--- src/rtl/pwm_rx.sv ---
// Differential PWM receiver: frame-aligned high-time measurement per line.
// Optional PWM_RX_GLITCH_FILTER_EN adds a 3-tap majority filter per line.
module pwm_rx #(
    parameter int N       = 8,
    parameter int FRAME   = 256,
    parameter int SILENCE = 4
) (
    input  logic               clk,
    input  logic               reset,
    input  logic               pwm_pos,
    input  logic               pwm_neg,
    output logic signed [N:0]  sample,
    output logic               sample_valid,
    output logic               locked,
    output logic               overlap_err
);

    localparam int FW = (FRAME > 1) ? $clog2(FRAME) : 1;
    localparam logic [FW-1:0] LAST = FW'(FRAME - 1);
    localparam logic [7:0] SIL_LAST = 8'(SILENCE - 1);
    localparam logic [N-1:0] MAX = '1;

    typedef enum logic {IDLE, RUN} state_t;

    state_t        state;
    logic [1:0]    p_sync, n_sync;
    logic          p_s, n_s;
    logic          p_x, n_x;
    logic          p_q, n_q;
    logic [2:0]    warm;
    logic          primed;
    logic          p_rise, n_rise;
    logic [FW-1:0] frame_ctr;
    logic [N-1:0]  pos_cnt, neg_cnt;
    logic [N-1:0]  pos_next, neg_next;
    logic [7:0]    silence_ctr;
    logic          frame_end;

    assign p_s = p_sync[1];
    assign n_s = n_sync[1];

    always_ff @(posedge clk) begin
        if (reset) begin
            p_sync <= '0;
            n_sync <= '0;
        end else begin
            p_sync <= {p_sync[0], pwm_pos};
            n_sync <= {n_sync[0], pwm_neg};
        end
    end

`ifdef PWM_RX_GLITCH_FILTER_EN
    localparam logic [2:0] WARM = 3'd5;

    logic [1:0] p_hist, n_hist;

    always_ff @(posedge clk) begin
        if (reset) begin
            p_hist <= '0;
            n_hist <= '0;
        end else begin
            p_hist <= {p_hist[0], p_s};
            n_hist <= {n_hist[0], n_s};
        end
    end

    assign p_x = (p_s & p_hist[0]) | (p_s & p_hist[1])
               | (p_hist[0] & p_hist[1]);
    assign n_x = (n_s & n_hist[0]) | (n_s & n_hist[1])
               | (n_hist[0] & n_hist[1]);
`else
    localparam logic [2:0] WARM = 3'd3;

    assign p_x = p_s;
    assign n_x = n_s;
`endif

    // Edges count only once the previous sample reflects a real input,
    // so a line already high at reset release is not mistaken for an edge.
    assign primed = (warm == WARM);
    assign p_rise = primed & p_x & ~p_q;
    assign n_rise = primed & n_x & ~n_q;

    assign pos_next  = (pos_cnt == MAX) ? MAX : pos_cnt + N'(p_x);
    assign neg_next  = (neg_cnt == MAX) ? MAX : neg_cnt + N'(n_x);
    assign frame_end = (frame_ctr == LAST);

    always_ff @(posedge clk) begin
        if (reset) begin
            p_q  <= 1'b0;
            n_q  <= 1'b0;
            warm <= '0;
        end else begin
            p_q <= p_x;
            n_q <= n_x;
            if (!primed)
                warm <= warm + 3'd1;
        end
    end

    always_ff @(posedge clk) begin
        if (reset) begin
            state        <= IDLE;
            frame_ctr    <= '0;
            pos_cnt      <= '0;
            neg_cnt      <= '0;
            silence_ctr  <= '0;
            sample       <= '0;
            sample_valid <= 1'b0;
            locked       <= 1'b0;
            overlap_err  <= 1'b0;
        end else begin
            sample_valid <= 1'b0;
            case (state)
                IDLE: begin
                    locked      <= 1'b0;
                    frame_ctr   <= '0;
                    pos_cnt     <= '0;
                    neg_cnt     <= '0;
                    silence_ctr <= '0;
                    if (p_rise || n_rise) begin
                        state     <= RUN;
                        locked    <= 1'b1;
                        frame_ctr <= FW'(1);
                        pos_cnt   <= N'(p_x);
                        neg_cnt   <= N'(n_x);
                    end
                end
                RUN: begin
                    if (p_x && n_x)
                        overlap_err <= 1'b1;
                    if (frame_end) begin
                        sample <= $signed({1'b0, pos_next})
                                - $signed({1'b0, neg_next});
                        sample_valid <= 1'b1;
                        frame_ctr    <= '0;
                        pos_cnt      <= '0;
                        neg_cnt      <= '0;
                        if (pos_next == '0 && neg_next == '0) begin
                            if (silence_ctr == SIL_LAST) begin
                                state       <= IDLE;
                                locked      <= 1'b0;
                                silence_ctr <= '0;
                            end else begin
                                silence_ctr <= silence_ctr + 8'd1;
                            end
                        end else begin
                            silence_ctr <= '0;
                        end
                    end else begin
                        frame_ctr <= frame_ctr + FW'(1);
                        pos_cnt   <= pos_next;
                        neg_cnt   <= neg_next;
                    end
                end
                default: state <= IDLE;
            endcase
        end
    end

endmodule

--- config.mk ---
export PLATFORM = sky130hd
export DESIGN_NAME = pwm_rx
export DESIGN_NICKNAME = d
export VERILOG_FILES = /design/src/rtl/pwm_rx.sv
export SDC_FILE = /design/constraint.sdc
export NUM_CORES = 1
export LEC_CHECK = 0
export CAP_MARGIN = 20
export CORE_AREA = 2 2 117 62
export DETAILED_ROUTE_END_ITERATION = 6
export DIE_AREA = 0 0 119 64
export PLACE_DENSITY = 0.59
export SYNTH_ARGS = -nofsm -noshare
export SYNTH_HDL_FRONTEND = slang
export SYNTH_SLANG_ARGS = --single-unit
--- constraint.sdc ---
create_clock -name clk -period 2.9 [get_ports clk]
set_input_delay 0.29 -clock clk [delete_from_list [all_inputs] [get_ports clk]]
set_output_delay 0.29 -clock clk [all_outputs]
set_load 0.03 [all_outputs]
==> summary.md <==
| Metric | Value |
|---|---|
| Status | finished, final reports clean |
| Pwr/cell area | 431 mW/mm² |
| Global-route wire length before repair | ~11000 µm |
| Synth Area in Adders | 0.0763 |
| Average via count per standard cell | roughly 5.6 |
| Async set-reset flop share out of synthesis | 0 |
| Number of synthesized flops with an enable pin | 0 |
| Register area share after synthesis | 0.375 |
| Initial core utilization | 0.441 |
| Final Cycle Share | 0.937 |
| Fmax | approximately 370 MHz |
| RSZ-0062 raised after global routing | false |
| Clock sink total | 54 |
| Core area | between 0.006 and 0.007 mm² |
| Final Max Slew Viols | 0 |
| Hold crit path type | flip-flop to flip-flop |
| Pre-CTS setup slack | about 0.14 ns |
| Grt total ovfl | 0 |
| Antenna violations before repair | 0 |
| Final wirelength | 6610 µm |
| Final worst setup slack | roughly 0.18 ns |
| Syn_nets | 352 |
| Die width | 119 µm |
| Max Buffers Root-to-Sink | 2 |
| Gp weighted congestion | 0.865 |
| Netlist cell types | 56 |
| CTS buffer count | 5 |
| Post-synthesis mux area share | 0.0108 |
| Relative slew slack | 0.520 |
| Clk_lat worst skew | approximately 0.29 ns |
| Worst-path clk slew | about 0.070 ns |
| Setup Crit Path Kind | flip-flop to flip-flop |
| Post-Synth Simple-Gate Area | 0.298 |
| Required @ worst endpoint | 3.06 ns |
| Crit end category | flip-flop |
| Setup TNS Final | 0 ns |
| CTS Hold Bufs | 0 |
| Ys flop type | dfxtp_1 |
| Synth Area in Compound Gates | 0.161 |
| Buffers on Ports | 15 |
| Critical path's slowest cell | dfxtp_1 |
| H-Tree Depth | 2 |
| DIE AREA | approximately 0.0076 mm² |
| MaxCap Viol Count | 0 |
| Tot GR Track Use | 0.183 |
| Post-DRT Antenna Nets | 0 |
| CP max stage delay | roughly 0.34 ns |
| Leakage | around 1.2 nW |
| IR Drop Worst-Case VDD | ~0.23 mV |
| Number of global-route vias before repair | approximately 2300 |
| Per-cell routed wire length | approximately 15 µm |
| DP HPWL | 4920 µm |
| Net count reported at finish | between 300 and 400 |
| Mapped Cells | about 330 |
| Syn_area_per_cell | between 8 and 9 µm² |
| Tightest Pin Transition | around 0.71 ns |
| Initial DRC Count | about 150 |
| Final min period | approximately 2.7 ns |
| CTS tree | yes |
| Share of cells above drive strength 1 | 0.0865 |
| DIE HEIGHT | about 64 µm |
| Worst Path Max Fanout | 5 |
| Final hold violation count | 0 |
| Largest net degree at the start of global routing | 28 |
| Clock Skew | 0.00653 ns |
| CP Launch Type | flip-flop |
| Std cell rows | 21 |
| Via count | about 2400 |
| Drt drc | 0 |
| Post-Synth XOR/XNOR Area | 0.0455 |
| Largest family of logic cells by synthesized area | simple AND/OR/NAND/NOR gates |
| CTS root buffer | clkbuf_16 |
| Diodes inserted | 0 |
| Seq cells post-synth | between 50 and 60 |
| IO Pins | 16 |
| CP Cell Sequence | ha_1 -> ha_2 -> or2_2 -> a21o_1 -> ha_1 -> nor2b_1 -> o21a_1 -> o21a_1 -> o311ai_0 -> o211ai_1 |
| Syn-to-layout area delta | 13.6% |
| Synth Warn # | 0 |
| Setup violators final | 0 |
| WP data arrival | approximately 2.9 ns |
| First-pass DRT Iterations | 4 |
| Netlist area before placement | about 0.0029 mm² |
[worst paths after layout]
check                                     startpoint                      to  slack (ns)  cells past startpoint
worst max-delay path            p_sync[1]$_SDFF_PP0_  sample[6]$_SDFFE_PP0P_        0.18                     10
worst max register to register  p_sync[1]$_SDFF_PP0_  sample[6]$_SDFFE_PP0P_        0.18                     10
worst min register to register  p_sync[0]$_SDFF_PP0_    p_sync[1]$_SDFF_PP0_        0.44                      1
worst min-delay path            p_sync[0]$_SDFF_PP0_    p_sync[1]$_SDFF_PP0_        0.44                      1
[worst max-delay path: cells and delay by family, from the launching register on]
family	cells	cell delay [ns]
adder cells (fa/ha/maj)	3	0.79
AND/OR/NAND/NOR	2	0.47
flip-flops	1	0.34
AO/OA/AOI/OAI	5	0.98
[per-layer routing]
metal  track usage  share of wire  vias to the layer above
li1              -              -                     1237
met3        0.0500          0.047                        7
met2         0.289           0.43                       48
met1         0.246           0.51                     1152
met4        0.0536          0.012                        0
met5             0              0                        -
[layout by cell type (no fill, tap or decap), types with 3 or more instances in the layout]
| master | Yosys | final |
|---|---|---|
| o21a_1 | 7 | 7 |
| o31a_1 | 3 | 3 |
| nor2b_1 | 10 | 10 |
| ha_1 | 16 | 15 |
| and3_1 | 3 | 3 |
| inv_1 | 8 | 8 |
| nor3_1 | 10 | 10 |
| xor2_1 | 6 | 6 |
| o21ai_0 | 5 | 5 |
| or2_2 | 3 | 3 |
| nand2b_1 | 4 | 4 |
| nand3_1 | 12 | 12 |
| o41ai_1 | 5 | 5 |
| nor2_1 | 43 | 43 |
| a21oi_1 | 14 | 13 |
| and4_1 | 6 | 6 |
| clkbuf_16 | 0 | 5 |
| nor4_1 | 3 | 3 |
| clkdlybuf4s50_1 | 0 | 15 |
| o31ai_1 | 3 | 3 |
| or3_1 | 8 | 8 |
| o211ai_1 | 5 | 5 |
| o22ai_1 | 3 | 3 |
| dfxtp_1 | 54 | 54 |
| a21o_1 | 3 | 3 |
| xnor2_1 | 9 | 9 |
| buf_4 | 1 | 7 |
| nand4_1 | 9 | 9 |
| nand3b_1 | 10 | 10 |
| and2_1 | 5 | 5 |
| nand2_1 | 21 | 21 |
[what timing repair did]
item                                    CTS  global route
endpoints found under the setup margin    0             2
gates resized for setup                   0             2
buffers inserted                          0             0
[stage by stage]
| step | cell area [µm²] | instances | power (mW) | utilization | hold slack [ns] |
|---|---|---|---|---|---|
| 4_1_cts | 3270 | 439 | 1.43 | 0.500 | 0.450 |
| 6_report | 3280 | 439 | 1.41 | 0.501 | 0.443 |
| 2_1_floorplan | 2890 | 331 | 0.832 | - | 0.414 |
| 3_5_place_dp | 3140 | 432 | 0.853 | 0.479 | 0.438 |
| 5_1_grt | 3280 | 439 | 1.47 | 0.501 | 0.470 |
| 3_3_place_gp | 3140 | 432 | 0.850 | 0.479 | 0.440 |
[registers in the layout (all words and copies together) (netlist names)]
signal / count
frame_ctr: 8
locked: 1
n_q: 1
n_sync: 2
neg_cnt: 8
overlap_err: 1
p_q: 1
p_sync: 2
pos_cnt: 8
sample: 9
sample_valid: 1
silence_ctr: 8
state: 1
warm: 3
[cells in the mapped netlist (all sizes together) (4+ instances only)]
| library cell | n | area, µm² |
|---|---|---|
| a21oi | 14 | 70.1 |
| o21ai | 5 | 25.0 |
| ha | 16 | 200 |
| xnor2 | 9 | 78.8 |
| o211ai | 5 | 37.5 |
| nor2b | 10 | 62.6 |
| dfxtp | 54 | 1080 |
| o31a | 4 | 36.3 |
| nand2b | 4 | 25.0 |
| nor3 | 10 | 50.1 |
| or3 | 8 | 50.1 |
| nand2 | 21 | 78.8 |
| buf | 4 | 33.8 |
| clkbuf | 9 | 33.8 |
| nor4 | 4 | 40.0 |
| inv | 8 | 30.0 |
| o21a | 7 | 52.6 |
| and3 | 4 | 30.0 |
| nor2 | 43 | 161 |
| nand3 | 12 | 60.1 |
| and4 | 7 | 62.6 |
| xor2 | 6 | 52.6 |
| nand3b | 10 | 75.1 |
| a21o | 4 | 31.3 |
| and2 | 5 | 31.3 |
| o41ai | 5 | 43.8 |
| nand4 | 10 | 68.8 |
[report_power, final]
| part | internal, mW | total, mW | switching [mW] |
|---|---|---|---|
| clock | 0.313 | 0.579 | 0.266 |
| combinational | 0.0334 | 0.0729 | 0.0395 |
| sequential | 0.755 | 0.763 | 0.00795 |
| total | 1.10 | 1.41 | 0.313 |
[cells by family after synthesis]
group	Yosys count
AO/OA/AOI/OAI	65
AND/OR/NAND/NOR	156
adder cells (fa/ha/maj)	17
XOR/XNOR	15
buffers and inverters	21
flip-flops	54
multiplexers	3
[area by class of cell]
cell class / count / area [µm²]
Clock inverter: 2 / 10.0
Fill cell: 598 / 3260
Inverter: 8 / 30.0
Tap cell: 92 / 115
Multi-Input combinational cell: 256 / 1710
Timing Repair Buffer: 22 / 203
Clock buffer: 5 / 125
Sequential cell: 54 / 1080
Power figures use the tool's default switching activity.
